$ cat src/rtl/idex_stage.sv
// ID/EX pipeline register with valid bit, stall/flush control, load-use hazard
// detection and a saturating bubble counter for performance monitoring.
module idex_stage #(
  parameter int DATA_W      = 32,
  parameter int REG_AW      = 5,
  parameter int CNT_W       = 16,
  parameter int MEMREAD_BIT = 1
) (
  input  logic              clk,
  input  logic              rst_n,
  input  logic              stall_in,
  input  logic              flush,
  input  logic              id_valid,
  input  logic [REG_AW-1:0] id_rs,
  input  logic [REG_AW-1:0] id_rt,
  input  logic [REG_AW-1:0] id_rd,
  input  logic [REG_AW-1:0] id_shamt,
  input  logic [DATA_W-1:0] id_rd1,
  input  logic [DATA_W-1:0] id_rd2,
  input  logic [DATA_W-1:0] id_ext_imm,
  input  logic [DATA_W-1:0] id_pc,
  input  logic [4:0]        ctrl_e,
  input  logic [2:0]        ctrl_m,
  input  logic [1:0]        ctrl_w,
  output logic              ex_valid,
  output logic [REG_AW-1:0] ex_rs,
  output logic [REG_AW-1:0] ex_rt,
  output logic [REG_AW-1:0] ex_rd,
  output logic [DATA_W-1:0] ex_rd1,
  output logic [DATA_W-1:0] ex_rd2,
  output logic [DATA_W-1:0] ex_ext_imm,
  output logic [DATA_W-1:0] ex_pc,
  output logic [DATA_W-1:0] ex_shamt,
  output logic              alu_src,
  output logic              reg_dst,
  output logic              jr,
  output logic [1:0]        alu_op,
  output logic [2:0]        ex_m,
  output logic [1:0]        ex_w,
  output logic              load_use_stall,
  output logic [CNT_W-1:0]  bubble_cnt
);

  logic [REG_AW-1:0] shamt_r;
  logic [4:0]        ctrl_e_r;
  logic              load_use_s;
  logic              bubble_s;
  logic              cnt_sat_s;

  // Load-use hazard and bubble decision; flush overrides stall, hazard waits for stall to drop
  always_comb begin
    load_use_s = ex_valid & ex_m[MEMREAD_BIT] & id_valid & (ex_rt != {REG_AW{1'b0}}) &
                 ((ex_rt == id_rs) | (ex_rt == id_rt));
    bubble_s   = flush | (~stall_in & load_use_s);
    cnt_sat_s  = (bubble_cnt == {CNT_W{1'b1}});
  end

  assign load_use_stall = load_use_s;
  assign ex_shamt       = {{(DATA_W-REG_AW){1'b0}}, shamt_r};
  assign alu_src        = ctrl_e_r[4];
  assign reg_dst        = ctrl_e_r[3];
  assign jr             = ctrl_e_r[2];
  assign alu_op         = ctrl_e_r[1:0];

  // Pipeline register: a bubble clears only control, leaving address/data fields untouched
  always_ff @(posedge clk or negedge rst_n) begin
    if (!rst_n) begin
      ex_valid   <= 1'b0;
      ex_rs      <= {REG_AW{1'b0}};
      ex_rt      <= {REG_AW{1'b0}};
      ex_rd      <= {REG_AW{1'b0}};
      shamt_r    <= {REG_AW{1'b0}};
      ex_rd1     <= {DATA_W{1'b0}};
      ex_rd2     <= {DATA_W{1'b0}};
      ex_ext_imm <= {DATA_W{1'b0}};
      ex_pc      <= {DATA_W{1'b0}};
      ctrl_e_r   <= 5'b00000;
      ex_m       <= 3'b000;
      ex_w       <= 2'b00;
      bubble_cnt <= {CNT_W{1'b0}};
    end else if (bubble_s) begin
      ex_valid <= 1'b0;
      ctrl_e_r <= 5'b00000;
      ex_m     <= 3'b000;
      ex_w     <= 2'b00;
      if (!cnt_sat_s) begin
        bubble_cnt <= bubble_cnt + CNT_W'(1'b1);
      end
    end else if (!stall_in) begin
      ex_valid   <= id_valid;
      ex_rs      <= id_rs;
      ex_rt      <= id_rt;
      ex_rd      <= id_rd;
      shamt_r    <= id_shamt;
      ex_rd1     <= id_rd1;
      ex_rd2     <= id_rd2;
      ex_ext_imm <= id_ext_imm;
      ex_pc      <= id_pc;
      ctrl_e_r   <= ctrl_e;
      ex_m       <= ctrl_m;
      ex_w       <= ctrl_w;
    end
  end

endmodule

$ cat config.mk
export PLATFORM = sky130hd
export DESIGN_NAME = idex_stage
export DESIGN_NICKNAME = d
export VERILOG_FILES = /design/src/rtl/idex_stage.sv
export SDC_FILE = /design/constraint.sdc
export NUM_CORES = 1
export LEC_CHECK = 0
export BUFFER_PORTS_ARGS = -buffer_cell sky130_fd_sc_hd__buf_2
export CELL_PAD_IN_SITES_DETAIL_PLACEMENT = 1
export CELL_PAD_IN_SITES_GLOBAL_PLACEMENT = 1
export CORE_ASPECT_RATIO = 0.5
export CORE_UTILIZATION = 39
export CTS_CLUSTER_DIAMETER = 50
export CTS_CLUSTER_SIZE = 16
export DETAILED_ROUTE_END_ITERATION = 8
export HOLD_SLACK_MARGIN = 0.05
export PLACE_DENSITY = 0.86
export SLEW_MARGIN = 15
export SYNTH_ARGS = -nofsm -noshare
export SYNTH_HDL_FRONTEND = slang
export SYNTH_SLANG_ARGS = --single-unit
$ cat constraint.sdc
create_clock -name clk -period 5.8 [get_ports clk]
set_clock_uncertainty 0.05 [all_clocks]
set_input_delay 0.87 -clock clk [delete_from_list [all_inputs] [get_ports clk]]
set_output_delay 0.87 -clock clk [all_outputs]
set_load 0.03 [all_outputs]
After elaboration in Yosys (flattened, before gate mapping)
Index checks and enable logic that the tools add are counted.

Input port bits: 163. Register bits after elaboration: 175. Word-level logic and storage cells: 39. Output and inout port bits: 203.

$add $sub $neg: 1. Multiplexer cells: 8. Reduce and logical (&&, ||, !) cells: 3. Eq/ne operators: 4. Bitwise logic cells: 10.

Operators by type and width (count): $add A16 B1 Y16 const B (1); $eq A16 B16 Y1 const B (1); $eq A5 B5 Y1 (2); $mux W5 (2); $mux W3 (2); $and A1 B1 Y1 (5); $reduce_bool A5 Y1 (1); $mux W2 (2); $reduce_and A2 Y1 (2); $not A1 Y1 (3); $mux W1 (2); $ne A2 B1 Y1 const B (1); $or A1 B1 Y1 (2).

Depth between registers and ports, before layout
Word-level depth: 8. Depth in mapped cells: 8. Mapped depth without buffers: 6.

Least setup slack after synthesis
No wires, ideal clock.

Path type: input to output. Start: input port id_rs[2]. End: output port load_use_stall. Arrival time: 2041 ps. Buffers on the path: 1. Path slack: 2839 ps. Data required time: 4880 ps. Stages: 6. Cell sequence: xor2_1 nor3_1 a22oi_1 or2_2 clkbuf_1 inv_1.

Cells in the longest elaborated chain, start to end: 3.

Ends and longest elaborated chain: from (decl) (line 14) `input logic [REG_AW-1:0] id_rs,`; $eq A5 B5 Y1 (line 53) `((ex_rt == id_rs) | (ex_rt == id_rt));`; $or A1 B1 Y1 (line 53); $and A1 B1 Y1 (line 52) `load_use_s = ex_valid & ex_m[MEMREAD_BIT] & id_valid & (ex_rt != {REG_AW{1'b0}}) &`; to (decl) (line 40) `output logic load_use_stall,`.

Every way passes these cells.

Worst setup path after layout
Start: input port id_rs[2]. End: register ex_ext_imm[16].

Cells in the longest elaborated chain, start to end: 7.

Ends and longest elaborated chain: $eq A5 B5 Y1 (line 53); $or A1 B1 Y1 (line 53); $and A1 B1 Y1 (line 52); $and A1 B1 Y1 (line 54) `bubble_s = flush | (~stall_in & load_use_s);`; $or A1 B1 Y1 (line 54); $not A1 Y1 (no line); $reduce_and A2 Y1 (no line); to (signal assigned) (line 75) `ex_ext_imm <= {DATA_W{1'b0}};`; to (signal assigned) (line 97) `ex_ext_imm <= id_ext_imm;`; to (decl) (line 31) `output logic [DATA_W-1:0] ex_ext_imm,`.

Every way passes these cells. A chain may end at the register's enable or synchronous reset.

==> impl_metrics.py <==
metrics = {
    "status": {
        "status": "completed",
    },
    "finish": {
        "num-nets-final": 982,
        "fillCellCount": 1980,
        "area_growth_pct": 32.3,
        "drive_gt1_frac": 0.610,
        "diodes": 0,
    },
    "synthesis": {
        "ys_dominant_reg_cell": "dfrtp_1",
        "synth_area_leaders": "dfrtp_1 59%, mux2_4 16%, mux2_2 7.6%",
        "yosysSeqAreaShare": 0.589,
        "ys_ff_latch": 175,
        "synth_enable_flop_cells": 0,
        "syn_area_um2": 7440,
        "avgSynthCellArea_um2": 15.5,
        "synth.distinct_cells": 30,
        "synthArstFlopShare": 1.00,
        "yosys.area.top_type": "dfrtp_1",
        "postSynthCellCount": 480,
        "yosysTopAreaCellShare": 0.589,
        "yosysWarnings": 0,
    },
    "setup_path": {
        "regToRegEndpoint": "ex_ext_imm[16]",
        "r2r-start": "ex_rt[1]",
        "cp_cell_sequence": "buf_2 > xor2_1 > nor3_1 > a22oi_1 > or2_2 > nand2_8 > buf_12 > mux2_1",
        "arrival_ns": 3.51,
        "worstRegToRegCells": 6,
        "max_stage_delay_ns": 0.73,
        "cpMaxStageDelayCell": "nand2_8",
        "startpoint_type": "primary input",
        "worstPathRequired_ns": 6.05,
        "crit_path_end_kind": "flip-flop",
        "crit_type": "primary input to flip-flop",
        "cp_max_fo": 108,
        "worst-r2r-setup-slack_ns": 2.62,
    },
    "clock_network": {
        "cts_hold_buf": 0,
        "cts_buffer_depth": 2,
        "clkLatencyLatePin_ns": 0.41,
        "cts_made_buffers": 17,
        "htree_levels": 4,
        "cts_setup_buffers": 0,
        "cts_tree": "done",
        "cts_resized": 0,
        "cts_sinks": 175,
        "root_buffer": "clkbuf_16",
        "path_clk_slew_ns": 0.07,
    },
    "sta": {
        "finalSetupViolCount": 0,
        "fin_ws_ns": 2.54,
        "slew_headroom": 0.351,
        "max_freq_mhz": 306,
        "post-route-period-util": 0.563,
        "worst_pin_slew_ns": 0.974,
        "period_needed_ns": 3.26,
        "maxSlewViolCount": 0,
        "finalHoldViolCount": 0,
        "rsz0062_at_grt": "no",
        "tns_ns": 0,
    },
    "power": {
        "vdd_ir_drop_max_mv": 0.231,
        "power.switching_w": 0.00125,
        "power_density_nw_per_um2": 380,
        "combPwrFrac": 0.267,
        "power_frac_seq": 0.409,
        "power.total_w": 0.00374,
        "power.leakage_nw": 5.13,
        "internal_power_w": 0.00249,
        "clockPowerShare": 0.324,
        "p_sw_frac": 0.334,
    },
    "placed_design": {
        "portBuffers": 338,
        "post-place-ws_ns": 2.12,
        "dp_hpwl_um": 15000,
        "place_congestion": 0.817,
    },
    "grt": {
        "gr-total-overflow": 0,
        "first_global_vias": 5453,
        "antenna_found_initial": 1,
        "grt_max_degree": 109,
        "grt_pass1_wl_um": 30400,
        "grt_use_total": 0.205,
    },
    "job": {
        "maxCapViolations": 0,
    },
    "die": {
        "initial_utilization": 0.402,
        "die_w_um": 197,
        "die_h_um": 99.7,
        "io_pins": 366,
        "coreArea_um2": 18500,
        "rows": 35,
        "die-area_um2": 19700,
    },
    "worst_hold_path": {
        "hold_path.class": "primary input to asynchronous set/reset pin",
    },
    "detailed_routing": {
        "wirelength_um": 20100,
        "initialDrtViolationCount": 140,
        "routedWlPerCell_um": 18.4,
        "drt.antenna.violating_nets": 0,
        "via_per_inst": 4.55,
        "drc": 0,
        "drtPass1Iterations": 4,
        "num_vias": 4956,
    },
}
## synthesized netlist by cell type (all sizes together), types with 2 or more instances
cell    instances
xor2           10
inv             3
clkbuf          5
nand4           5
mux2          150
nand3b         12
nand3          12
dfrtp         175
nor3            2
nand2b          2
nor2            5
a21oi          12
and4            2
buf            44
and3            6
nand2          13
xnor2          13
or4             2
## worst max-delay path: cells and delay by family
| kind | cells | cell delay [ns] |
|---|---|---|
| AO/OA/AOI/OAI | 1 | 0.15 |
| XOR/XNOR | 1 | 0.14 |
| buffers and inverters | 2 | 0.49 |
| multiplexers | 1 | 0.36 |
| AND/OR/NAND/NOR | 3 | 1.43 |
## worst max path at each step
stage | start | endpoint | slack [ns] | cells past startpoint
5_1_grt | id_rs[2] | ex_ext_imm[6] | 2.38 | 8
3_3_place_gp | id_rs[2] | ex_pc[27] | 2.22 | 8
4_1_cts | id_rs[2] | ex_pc[14] | 2.55 | 8
6_report | id_rs[2] | ex_ext_imm[16] | 2.54 | 8
3_5_place_dp | id_rs[2] | ex_pc[27] | 2.12 | 8
2_1_floorplan | id_rs[2] | load_use_stall | 2.84 | 6
## through the flow
| stage | hold slack (ns) | utilization | instances | cell area (µm²) |
|---|---|---|---|---|
| after floorplan | 0.524 | - | 506 | 7540 |
| after global placement | 0.419 | 0.498 | 1058 | 9220 |
| after detailed placement | 0.426 | 0.498 | 1058 | 9220 |
| after CTS | 0.340 | 0.531 | 1090 | 9840 |
| after global routing | 0.348 | 0.531 | 1090 | 9840 |
| final | 0.336 | 0.531 | 1090 | 9840 |
## power by group through the flow
stage,clock (W),sequential (W),combinational [W]
2_1_floorplan,0,0.00189,0.000319
3_3_place_gp,0,0.00154,0.000980
3_5_place_dp,0,0.00155,0.00101
4_1_cts,0.00124,0.00153,0.00101
5_1_grt,0.00130,0.00156,0.00105
6_report,0.00121,0.00153,0.000998
## layout make-up
type / count / area, µm² / area share
multi-input cells: 279 / 2770 / 0.281
inverters: 3 / 11.3 / 0.00114
clock inverters: 12 / 156 / 0.0159
repair buffers: 342 / 1740 / 0.177
flip-flops and latches: 175 / 4380 / 0.445
well taps: 259 / 324 / 0.0329
clock buffers: 20 / 467 / 0.0474
## cell usage in the layout, fill, tap and decap left out, types with 3 or more instances in the layout
cell       synthesis  layout
a21oi_1           12      12
and3_1             6       6
buf_2              3     337
buf_4             27       3
bufinv_16          0       3
clkbuf_16          0      17
clkbuf_8           0       3
clkinv_2           0       3
conb_1             1      27
dfrtp_1          175     175
inv_1              3       3
inv_6              0       3
mux2_1            19      19
mux2_2            50      50
mux2_4            81      81
nand2_1           12      12
nand3_1           12      12
nand3b_1          12      12
nand4_1            5       5
nor2_1             5       5
xnor2_1           13      13
xor2_1            10      10
## logic make-up (layout without fill, tap and decap cells)
| logic type | Yosys count | count (layout) | share of synthesized area |
|---|---|---|---|
| fa+ha+maj | 1 | 1 | 0.00168 |
| xor+xnor | 23 | 23 | 0.0271 |
| compound gates | 16 | 16 | 0.0124 |
| flops | 175 | 175 | 0.589 |
| simple gates | 62 | 62 | 0.0471 |
| other cells | 1 | 27 | 0.000504 |
| buf+inv | 52 | 377 | 0.0545 |
| mux | 150 | 150 | 0.268 |
## sequential cells by signal (all words and copies together), names as in the netlist
name / count
ex_pc: 32
ex_rd: 5
bubble_cnt: 16
ex_valid: 1
ex_rd1: 32
ex_m: 3
ctrl_e_r: 5
ex_rd2: 32
ex_rt: 5
shamt_r: 5
ex_rs: 5
ex_ext_imm: 32
ex_w: 2
## per-layer routing
metal	wire length [µm]	track usage	vias up
met5	12	0	-
met4	520	0.0739	2
met3	739	0.0437	38
met2	10700	0.368	141
met1	8130	0.244	2493
li1	-	-	2282
No activity file was read; power rests on OpenSTA's default activity.
